File: config.mk
export PLATFORM = sky130hd
export DESIGN_NAME = fifo_wctrl
export DESIGN_NICKNAME = d
export VERILOG_FILES = /design/src/rtl/fifo_wctrl.sv
export SDC_FILE = /design/constraint.sdc
export NUM_CORES = 1
export LEC_CHECK = 0
export CAP_MARGIN = 30
export CORE_UTILIZATION = 55
export CTS_BUF_LIST = sky130_fd_sc_hd__clkbuf_8
export CTS_CLUSTER_DIAMETER = 120
export DETAILED_ROUTE_END_ITERATION = 6
export GPL_TIMING_DRIVEN = 0
export PLACE_DENSITY_LB_ADDON = 0.25
export SYNTH_ARGS = -nofsm -noshare
export SYNTH_HDL_FRONTEND = slang
export SYNTH_SLANG_ARGS = --single-unit
File: constraint.sdc
create_clock -name wclk -period 6.6 [get_ports wclk]
set_input_delay 0.66 -clock wclk [delete_from_list [all_inputs] [get_ports wclk]]
set_output_delay 0.66 -clock wclk [all_outputs]
set_load 0.02 [all_outputs]
File: src/rtl/fifo_wctrl.sv
// fifo_wctrl: write-side control of the asynchronous FIFO, entirely in the wclk domain.
// Owns the binary/Gray write pointer and synchronizes the Gray read pointer through two flops.
// It also produces the full, almost-full, fill-level and sticky overflow status.
// Optional feature macro: FIFO_WALMOST_FULL_EN. When it is undefined, walmost_full is tied
// to 0 and its comparator is removed.
//
// Handshake: winc is a write request for the current cycle. wen = winc & ~wfull is the
// acceptance. A write is taken on the wclk edge where wen=1, and that edge advances wptr/waddr.
// A request made while wfull=1 is dropped and leaves the pointer unchanged. Such a request
// sets woverflow on the next edge, and woverflow stays set until reset.
module fifo_wctrl #(
  parameter int ADDRSIZE     = 4,
  parameter int AFULL_THRESH = 14
) (
  input  logic                wclk,
  input  logic                wrst_n,
  input  logic                winc,
  input  logic [ADDRSIZE:0]   rptr,
  output logic [ADDRSIZE:0]   wptr,
  output logic [ADDRSIZE-1:0] waddr,
  output logic                wen,
  output logic                wfull,
  output logic                walmost_full,
  output logic [ADDRSIZE:0]   wlevel,
  output logic                woverflow
);

  logic [ADDRSIZE:0] wbin;
  logic [ADDRSIZE:0] wq1_rptr;
  logic [ADDRSIZE:0] wq2_rptr;
  logic [ADDRSIZE:0] wq2_rbin;
  logic [ADDRSIZE:0] wbinnext;
  logic [ADDRSIZE:0] wgraynext;
  logic [ADDRSIZE:0] wdiff;
  logic [ADDRSIZE:0] full_match;

  assign wen   = winc & ~wfull;
  assign waddr = wbin[ADDRSIZE-1:0];

  // Next pointer, in binary and Gray. The binary value wraps naturally at 2^(ADDRSIZE+1).
  always_comb begin
    wbinnext  = wbin + {{ADDRSIZE{1'b0}}, wen};
    wgraynext = (wbinnext >> 1) ^ wbinnext;
  end

  // Gray-to-binary of the synchronized read pointer. Each bit is the XOR of itself and all higher bits.
  always_comb begin
    wq2_rbin = '0;
    wq2_rbin[ADDRSIZE] = wq2_rptr[ADDRSIZE];
    for (int i = ADDRSIZE - 1; i >= 0; i--) begin
      wq2_rbin[i] = wq2_rbin[i+1] ^ wq2_rptr[i];
    end
  end

  // Occupancy seen against the (possibly stale) read pointer, and the Gray full pattern.
  always_comb begin
    wdiff      = wbinnext - wq2_rbin;
    full_match = {~wq2_rptr[ADDRSIZE:ADDRSIZE-1], wq2_rptr[ADDRSIZE-2:0]};
  end

  // Two-flop synchronizer bringing the read pointer into wclk.
  always_ff @(posedge wclk or negedge wrst_n) begin
    if (!wrst_n) begin
      wq1_rptr <= '0;
      wq2_rptr <= '0;
    end else begin
      wq1_rptr <= rptr;
      wq2_rptr <= wq1_rptr;
    end
  end

  // Write pointer registers. They load every edge and only move when a write is accepted.
  always_ff @(posedge wclk or negedge wrst_n) begin
    if (!wrst_n) begin
      wbin <= '0;
      wptr <= '0;
    end else begin
      wbin <= wbinnext;
      wptr <= wgraynext;
    end
  end

  // Full, level and sticky overflow status. These flags are pessimistic while a read is still in the synchronizer.
  always_ff @(posedge wclk or negedge wrst_n) begin
    if (!wrst_n) begin
      wfull     <= 1'b0;
      wlevel    <= '0;
      woverflow <= 1'b0;
    end else begin
      wfull     <= (wgraynext == full_match);
      wlevel    <= wdiff;
      woverflow <= woverflow | (winc & wfull);
    end
  end

`ifdef FIFO_WALMOST_FULL_EN
  // Almost-full threshold register.
  always_ff @(posedge wclk or negedge wrst_n) begin
    if (!wrst_n) begin
      walmost_full <= 1'b0;
    end else begin
      walmost_full <= (wdiff >= (ADDRSIZE+1)'(AFULL_THRESH));
    end
  end
`else
  assign walmost_full = 1'b0;
`endif

endmodule

==> results of run 1 <==
==> worst max-delay path: cells and delay by family <==
family	cells	cell delay, ns
adder cells (fa/ha/maj)	3	0.79
XOR/XNOR	2	0.31
AO/OA/AOI/OAI	2	0.33
buffers and inverters	3	0.74
AND/OR/NAND/NOR	1	0.20
==> flip-flops by register name, indices dropped and copies added, names as in the netlist <==
name / count
wq2_rptr: 5
woverflow: 1
wbin: 5
wptr: 4
wq1_rptr: 5
wlevel: 5
wfull: 1
==> layer usage <==
| metal | wire [µm] | vias to the layer above | global-route usage |
|---|---|---|---|
| li1 | - | 362 | - |
| met1 | 870 | 391 | 0.240 |
| met2 | 1070 | 28 | 0.352 |
| met3 | 101 | 8 | 0.0374 |
| met4 | 48 | 0 | 0.0980 |
| met5 | 0 | - | 0 |
==> power groups by stage <==
stage	combinational, µW	clock (µW)	sequential (µW)
2_1_floorplan	286	0	309
3_3_place_gp	494	0	245
3_5_place_dp	511	0	248
4_1_cts	518	87.5	244
5_1_grt	560	95.0	252
6_report	519	86.6	244
==> Yosys cell counts (2+ instances only) <==
| cell | instances |
|---|---|
| a211o_1 | 2 |
| a21o_1 | 3 |
| a21oi_1 | 3 |
| buf_4 | 2 |
| buf_6 | 2 |
| dfrtp_1 | 26 |
| ha_1 | 6 |
| inv_1 | 7 |
| mux2i_1 | 2 |
| nand2_1 | 2 |
| nor2b_1 | 2 |
| xnor2_1 | 9 |
| xnor2_2 | 4 |
| xor2_1 | 7 |
==> stage by stage <==
stage	cell area [µm²]	instances	setup WS (ns)
after floorplan	1230	94	3.94
after global placement	1500	145	3.59
final	1570	149	3.76
after global routing	1570	149	3.56
after detailed placement	1530	146	3.49
after CTS	1570	149	3.74
==> final timing paths <==
path,start,endpoint,slack [ns]
setup / recovery,winc,wlevel[4],3.76
hold / removal,wq1_rptr[3],wq2_rptr[3],0.35
setup reg to reg,wq2_rptr[3],wlevel[4],3.89
hold reg to reg,wq1_rptr[3],wq2_rptr[3],0.35
max in group asynchronous,wrst_n,wq2_rptr[1],5.37
min in group asynchronous,wrst_n,wbin[3],0.75
==> area by class of cell <==
cell class              instances  area (µm²)  share of cell area
clock buffers                   3        41.3              0.0263
plain buffers                   5        42.5              0.0271
inverters                       7        26.3              0.0167
well taps                      27        33.8              0.0215
multi-input cells              56         509               0.324
flip-flops and latches         26         651               0.414
repair buffers                 25         268               0.170
==> logic make-up after synthesis <==
family                     count (synthesis)  synth area share
DFF                                       26             0.530
xor gates and xnor gates                  20             0.167
AOI/OAI and AO/OA                         17             0.108
buffers and inverters                     12            0.0560
and+or+nand+nor                            9            0.0428
adders and majority gates                  7            0.0774
muxes                                      2            0.0163
other                                      1           0.00305
==> results.sh, run 1 <==
export IMPL_die_width_um=49.3
export IMPL_critical_path_max_stage_delay_ns=0.48
export IMPL_final_nets=139
export IMPL_intPower_uw=511
export IMPL_cts_resized=0
export IMPL_fin_skew_ns=0.00783
export IMPL_portBuffers=24
export IMPL_synthArstFlopShare=1.00
export IMPL_tns_ns=0
export IMPL_hpwl_mm=1.57
export IMPL_setup_viol=0
export IMPL_track_usage=0.203
export IMPL_dieArea_um2=2430
export IMPL_antennaDiodeCount=0
export IMPL_p_comb_frac=0.611
export IMPL_rows=16
export IMPL_min_period_ns=2.84
export IMPL_antenna_found_initial=0
export IMPL_crit_path_frequent_cell="ha_1"
export IMPL_rsz0062_at_grt="false"
export IMPL_critPathCaptureType="register"
export IMPL_synthToLayoutAreaGrowth_pct=27.9
export IMPL_grt_ovfl_total=0
export IMPL_layout_commonest_cell="dfrtp_1"
export IMPL_hold_class="reg2reg"
export IMPL_fmax_mhz=352
export IMPL_drt_pass1_iter_count=4
export IMPL_die_h_um=49.3
export IMPL_power_density_nw_per_um2=540
export IMPL_wl_per_cell_um=14.0
export IMPL_peakVddDrop_mv=0.338
export IMPL_mappedNetlistArea_um2=1230
export IMPL_synth_nets=109
export IMPL_wirelength_mm=2.09
export IMPL_grt_pass1_vias=798
export IMPL_gp_congestion=0.795
export IMPL_grt_max_degree=18
export IMPL_syn_area_per_cell_um2=13.1
export IMPL_worst_endpoint_required_ns=6.79
export IMPL_holdPathStages=0
export IMPL_critPathLaunchType="primary input"
export IMPL_slew_violations=0
export IMPL_sequentialPowerShare=0.287
export IMPL_max_slew_worst_pin_slew_ns=0.562
export IMPL_ys_seq_area_frac=0.530
export IMPL_ys_ff_latch=26
export IMPL_fin_crit_sh=0.431
export IMPL_netlist_instances=94
export IMPL_via_per_inst=5.30
export IMPL_clkSinkCount=26
export IMPL_synthTopCellsByArea="dfrtp_1 53%, xnor2_1 6.4%, ha_1 6.1%"
export IMPL_hold_buffers=0
export IMPL_cts_buffers=3
export IMPL_initial_utilization=0.608
export IMPL_post_synth_top_area_fraction=0.530
export IMPL_synth_distinct_cells=31
export IMPL_cap_violations=0
export IMPL_n_fill_cell=126
export IMPL_grt_first_pass_wirelength_mm=3.64
export IMPL_num_vias=789
export IMPL_mostFrequentLayoutCells="26 x dfrtp_1, 24 x clkdlybuf4s50_1, 9 x xnor2_1, 7 x inv_1, 7 x xor2_1"
export IMPL_synth_edf_count=0
export IMPL_hold_viol_final=0
export IMPL_drtAntennaViolNets=0
export IMPL_final_core_util=0.777
export IMPL_core_um2=2020
export IMPL_cts_clk_slew_worst_paths_ns=0.09
export IMPL_floorplan_io_pins=26
export IMPL_cp_cell_sequence="clkdlybuf4s50_1, nor2b_1, ha_1, ha_1, buf_6, xnor2_2, inv_1, ha_1, a21o_1, a21oi_1, xnor2_1"
export IMPL_cts_root_buf="clkbuf_8"
export IMPL_p_clk_frac=0.102
export IMPL_cts_tree="done"
export IMPL_drc_errors=0
export IMPL_reg2regPathDepth=10
export IMPL_p_leak_uw=0.000730
export IMPL_switchingPower_uw=338
export IMPL_relSlewSlack=0.624
export IMPL_fin_total_pwr_uw=849
export IMPL_cpMaxStageDelayCell="clkdlybuf4s50_1"
export IMPL_cts_max_level=1
export IMPL_cp_arrival_ns=3.03
export IMPL_synth_ff_type="dfrtp_1"
export IMPL_yosysTopAreaCell="dfrtp_1"
export IMPL_clock_path_buffers=2
export IMPL_critPathKind="in2reg"
export IMPL_yosysWarnings=0
export IMPL_drive_gt1_frac=0.131
export IMPL_status="finished, final reports clean"
export IMPL_clk_latency_ns=0.27
export IMPL_switching_share=0.398
export IMPL_holdWs_ns=0.354
export IMPL_worstPathMaxFanout=8
export IMPL_cts_post_setup_buffers_inserted=0
export IMPL_drt_iter0_drc=4
(Power assumes the default switching activity.)
==> run 2, diff against run 1 <==
Settings changed: CORE_UTILIZATION 55 to 47.
Clock period 6.6 ns to 2.35 ns, I/O delays scaled along.
==> results.sh, run 2 (synthesis gave the netlist of run 1 again) <==
export IMPL_status="finished, final reports clean"
export IMPL_place_area_um2=1540
export IMPL_synthToLayoutAreaGrowth_pct=36.7
export IMPL_cts_tree="done"
export IMPL_critPathKind="reg2reg"
export IMPL_final_nets=145
export IMPL_drt_iter0_drc=6
export IMPL_critPathCaptureType="register"
export IMPL_clk_latency_ns=0.26
export IMPL_dp_cells=149
export IMPL_track_usage=0.171
export IMPL_grt_ovfl_total=0
export IMPL_setup_slack_ns=0.0620
export IMPL_grt_first_pass_wirelength_mm=3.33
export IMPL_cp_arrival_ns=2.47
export IMPL_final_core_util=0.678
export IMPL_clock_path_buffers=2
export IMPL_tns_ns=0
export IMPL_wl_per_cell_um=13.1
export IMPL_antennaDiodeCount=0
export IMPL_cts_clk_slew_worst_paths_ns=0.09
export IMPL_dieArea_um2=2820
export IMPL_drc_errors=0
export IMPL_hold_class="in2async"
export IMPL_rsz0062_at_grt="true"
export IMPL_initial_utilization=0.496
export IMPL_grt_pass1_vias=779
export IMPL_hpwl_mm=1.56
export IMPL_relSlewSlack=0.615
export IMPL_antenna_found_initial=0
export IMPL_hold_viol_final=0
export IMPL_power_density_nw_per_um2=1480
export IMPL_via_per_inst=4.96
export IMPL_hold_buffers=0
export IMPL_cpMaxStageDelayCell="dfrtp_1"
export IMPL_clkSinkCount=26
export IMPL_drive_gt1_frac=0.233
export IMPL_wirelength_mm=2.08
export IMPL_floorplan_io_pins=26
export IMPL_rows=18
export IMPL_critical_path_max_stage_delay_ns=0.43
export IMPL_cts_max_level=1
export IMPL_worstPathMaxFanout=2
export IMPL_fin_skew_ns=0.00248
export IMPL_cts_buffers=3
export IMPL_instances_no_fill=159
export IMPL_worst_path_buf_inv=1
export IMPL_cp_cell_sequence="xnor2_2, xnor2_2, xor2_2, xnor2_1, ha_1, inv_1, fa_2, a21o_1, a21oi_2, xnor2_1"
export IMPL_n_fill_cell=187
export IMPL_min_period_ns=2.29
export IMPL_peakVddDrop_mv=0.806
export IMPL_portBuffers=24
export IMPL_cap_violations=0
export IMPL_mostFrequentLayoutCells="26 x dfrtp_1, 24 x clkdlybuf4s50_1, 8 x buf_4, 8 x xnor2_1, 7 x inv_1"
export IMPL_pre_cts_slack_ns=-0.290
export IMPL_finish_instance_area_um2=1680
export IMPL_gp_congestion=0.792
export IMPL_worst_endpoint_required_ns=2.53
export IMPL_grt_max_degree=18
export IMPL_max_slew_worst_pin_slew_ns=0.576
export IMPL_setup_viol=0
export IMPL_critPathLaunchType="register"
export IMPL_slew_violations=0
export IMPL_p_leak_uw=0.000775
export IMPL_fmax_mhz=437
export IMPL_die_h_um=53.1
export IMPL_die_width_um=53.1
export IMPL_worst_path_stages=10
export IMPL_cts_root_buf="clkbuf_8"
export IMPL_fin_crit_sh=0.974
export IMPL_reg2regPathDepth=10
export IMPL_num_vias=789
export IMPL_core_um2=2480
export IMPL_drt_pass1_iter_count=3
export IMPL_drtAntennaViolNets=0
export IMPL_crit_family="XOR/XNOR gates"
export IMPL_layout_commonest_cell="dfrtp_1"
run 2: repair_timing:
| item | 4_1_cts | 5_1_grt |
|---|---|---|
| setup buffers | 4 | 2 |
| endpoints found under the setup margin | 1 | 2 |
| gates resized for setup | 3 | 3 |
| pin swaps | 3 | 3 |
run 2: per-layer routing:
metal	vias up	part of all wire	track usage
met2	22	0.53	0.293
met3	2	0.037	0.0345
met4	0	0.0058	0.0789
met1	386	0.42	0.205
li1	379	-	-
met5	-	0	0
run 2: layout make-up:
cell class / count / area, µm² / area share
tap: 30 / 37.5 / 0.0224
buffer: 5 / 42.5 / 0.0253
multi-input combinational: 56 / 554 / 0.330
sequential: 26 / 651 / 0.387
clock buffer: 4 / 55.1 / 0.0328
timing repair buffer: 31 / 313 / 0.186
inverter: 7 / 26.3 / 0.0156
run 2: power breakdown:
part	switching [µW]	internal (µW)
Combinational	755	760
Clock	131	149
Sequential	76.3	611
run 2: per-stage QoR:
stage	power [µW]	hold WS, ns
6_report	2480	0.333
5_1_grt	2670	0.359
4_1_cts	2480	0.348
3_5_place_dp	2140	0.336
3_3_place_gp	2090	0.332
2_1_floorplan	1680	-0.0606
run 2: worst paths after layout:
| kind | startpoint | to | slack [ns] |
|---|---|---|---|
| setup / recovery | wq2_rptr[4] | wlevel[4] | 0.06 |
| min in group wclk | wq1_rptr[3] | wq2_rptr[3] | 0.35 |
| max in group asynchronous | wrst_n | wq2_rptr[4] | 1.54 |
| hold / removal | wrst_n | wptr[0] | 0.33 |
| setup reg to reg | wq2_rptr[4] | wlevel[4] | 0.06 |
| hold reg to reg | wq1_rptr[3] | wq2_rptr[3] | 0.35 |
run 2: worst register-to-register path, cell delays in order (launching register included):
cell and delay (ns):
dfrtp_1 0.43, xnor2_2 0.24, xnor2_2 0.17, xor2_2 0.19, xnor2_1 0.14, ha_1 0.16, inv_1 0.06, fa_2 0.34
a21o_1 0.20, a21oi_2 0.14, xnor2_1 0.14
==> run 3, diff against run 2 <==
Settings changed: SLEW_MARGIN set to 40.
==> results.sh, run 3 (synthesis gave the netlist of run 1 again) <==
export IMPL_via_per_inst=4.98
export IMPL_hold_viol_final=0
export IMPL_holdWs_ns=0.354
export IMPL_drt_iter0_drc=1
export IMPL_track_usage=0.169
export IMPL_max_slew_worst_pin_slew_ns=0.561
export IMPL_cts_max_level=1
export IMPL_p_leak_uw=0.000779
export IMPL_cts_tree="done"
export IMPL_clk_latency_ns=0.26
export IMPL_fmax_mhz=438
export IMPL_final_core_util=0.675
export IMPL_cts_buffers=3
export IMPL_hpwl_mm=1.46
export IMPL_worstPathMaxFanout=2
export IMPL_rsz0062_at_grt="true"
export IMPL_critPathLaunchType="register"
export IMPL_drc_errors=0
export IMPL_fin_crit_sh=0.973
export IMPL_critPathKind="reg2reg"
export IMPL_cap_violations=0
export IMPL_multi_input_area_um2=547
export IMPL_setup_viol=0
export IMPL_core_um2=2480
export IMPL_slew_violations=0
export IMPL_wl_met1_um=913
export IMPL_dieArea_um2=2820
export IMPL_clkSinkCount=26
export IMPL_final_nets=148
export IMPL_die_width_um=53.1
export IMPL_hold_class="reg2reg"
export IMPL_layout_commonest_cell="dfrtp_1"
export IMPL_cts_clk_slew_worst_paths_ns=0.08
export IMPL_grt_first_pass_wirelength_mm=3.35
export IMPL_portBuffers=24
export IMPL_grt_max_degree=27
export IMPL_initial_utilization=0.496
export IMPL_critPathCaptureType="register"
export IMPL_antenna_found_initial=0
export IMPL_mostFrequentLayoutCells="26 x dfrtp_1, 23 x clkdlybuf4s50_1, 11 x buf_4, 8 x xnor2_1"
export IMPL_num_vias=806
export IMPL_fin_skew_ns=0.00291
export IMPL_gp_congestion=0.792
export IMPL_wl_met3_um=67
export IMPL_worst_endpoint_required_ns=2.53
export IMPL_wirelength_mm=2.14
export IMPL_cts_root_buf="clkbuf_8"
export IMPL_floorplan_io_pins=26
export IMPL_rows=18
export IMPL_grt_pass1_vias=792
export IMPL_die_h_um=53.1
export IMPL_relSlewSlack=0.626
export IMPL_wl_per_cell_um=13.2
export IMPL_power_density_nw_per_um2=1500
export IMPL_clock_path_buffers=2
export IMPL_min_period_ns=2.29
export IMPL_top_layer_used="met4"
export IMPL_cp_arrival_ns=2.47
export IMPL_antennaDiodeCount=0
export IMPL_route_met2_wl_mm=1.13
export IMPL_peakVddDrop_mv=0.843
export IMPL_n_fill_cell=196
export IMPL_status="finished, final reports clean"
export IMPL_drtAntennaViolNets=0
export IMPL_synthToLayoutAreaGrowth_pct=36.0
export IMPL_drive_gt1_frac=0.250
export IMPL_drt_pass1_iter_count=3
export IMPL_grt_ovfl_total=0
export IMPL_regArea_um2=651
## run 3: final cells by class
| cell class | count | area share |
|---|---|---|
| inverter | 7 | 0.0157 |
| tap | 30 | 0.0225 |
| buffer | 5 | 0.0254 |
| multi-input combinational | 56 | 0.327 |
| clock buffer | 4 | 0.0329 |
| timing repair buffer | 34 | 0.187 |
| sequential | 26 | 0.389 |
## run 3: path summary, 6_finish.rpt
path	from	endpoint	slack, ns	depth (start not counted)
setup / recovery	wq2_rptr[4]	wlevel[4]	0.06	10
hold / removal	wq1_rptr[3]	wq2_rptr[3]	0.35	0
max in group asynchronous	wrst_n	wlevel[4]	1.48	2
min in group asynchronous	wrst_n	wptr[0]	0.49	2
hold reg to reg	wq1_rptr[3]	wq2_rptr[3]	0.35	0
setup reg to reg	wq2_rptr[4]	wlevel[4]	0.06	10
## run 3: per-stage QoR
stage	TNS (ns)	power, µW	area [µm²]	setup slack (ns)	cells
2_1_floorplan	0	1680	1240	0.0202	94
3_3_place_gp	-0.376	2090	1520	-0.263	148
3_5_place_dp	-0.514	2130	1510	-0.281	148
4_1_cts	0	2460	1640	0.0290	158
5_1_grt	-0.0718	2690	1670	-0.0609	162
6_report	0	2510	1670	0.0643	162
## run 3: what timing repair did
item / in CTS / in global routing
pin swaps: 3 / 9
hold buffers: 1 / 0
gates resized for setup: 3 / 3
endpoints found under the hold margin: 26 / 0
buffers inserted: 5 / 4
cloned: 0 / 0
setup endpoints to repair: 1 / 2
## run 3: report_power, final
part,switching [µW],leakage (µW),internal (µW)
combinational,768,0.000445,777
clock,130,0.0000288,149
sequential,75.3,0.000305,611
## run 3: worst max-delay path, stage by stage, from the launching register on
cell and delay [ns]:
dfrtp_1 0.43, xnor2_2 0.24, xnor2_2 0.17, xor2_2 0.20, xnor2_1 0.15, ha_2 0.20, inv_2 0.04, fa_2 0.35
a21o_1 0.18, a21oi_2 0.13, xnor2_1 0.13
## run 3: routing by layer
metal	global-route usage	vias up
li1	-	383
met1	0.186	397
met2	0.316	22
met3	0.0345	4
met4	0.0570	0
met5	0	-
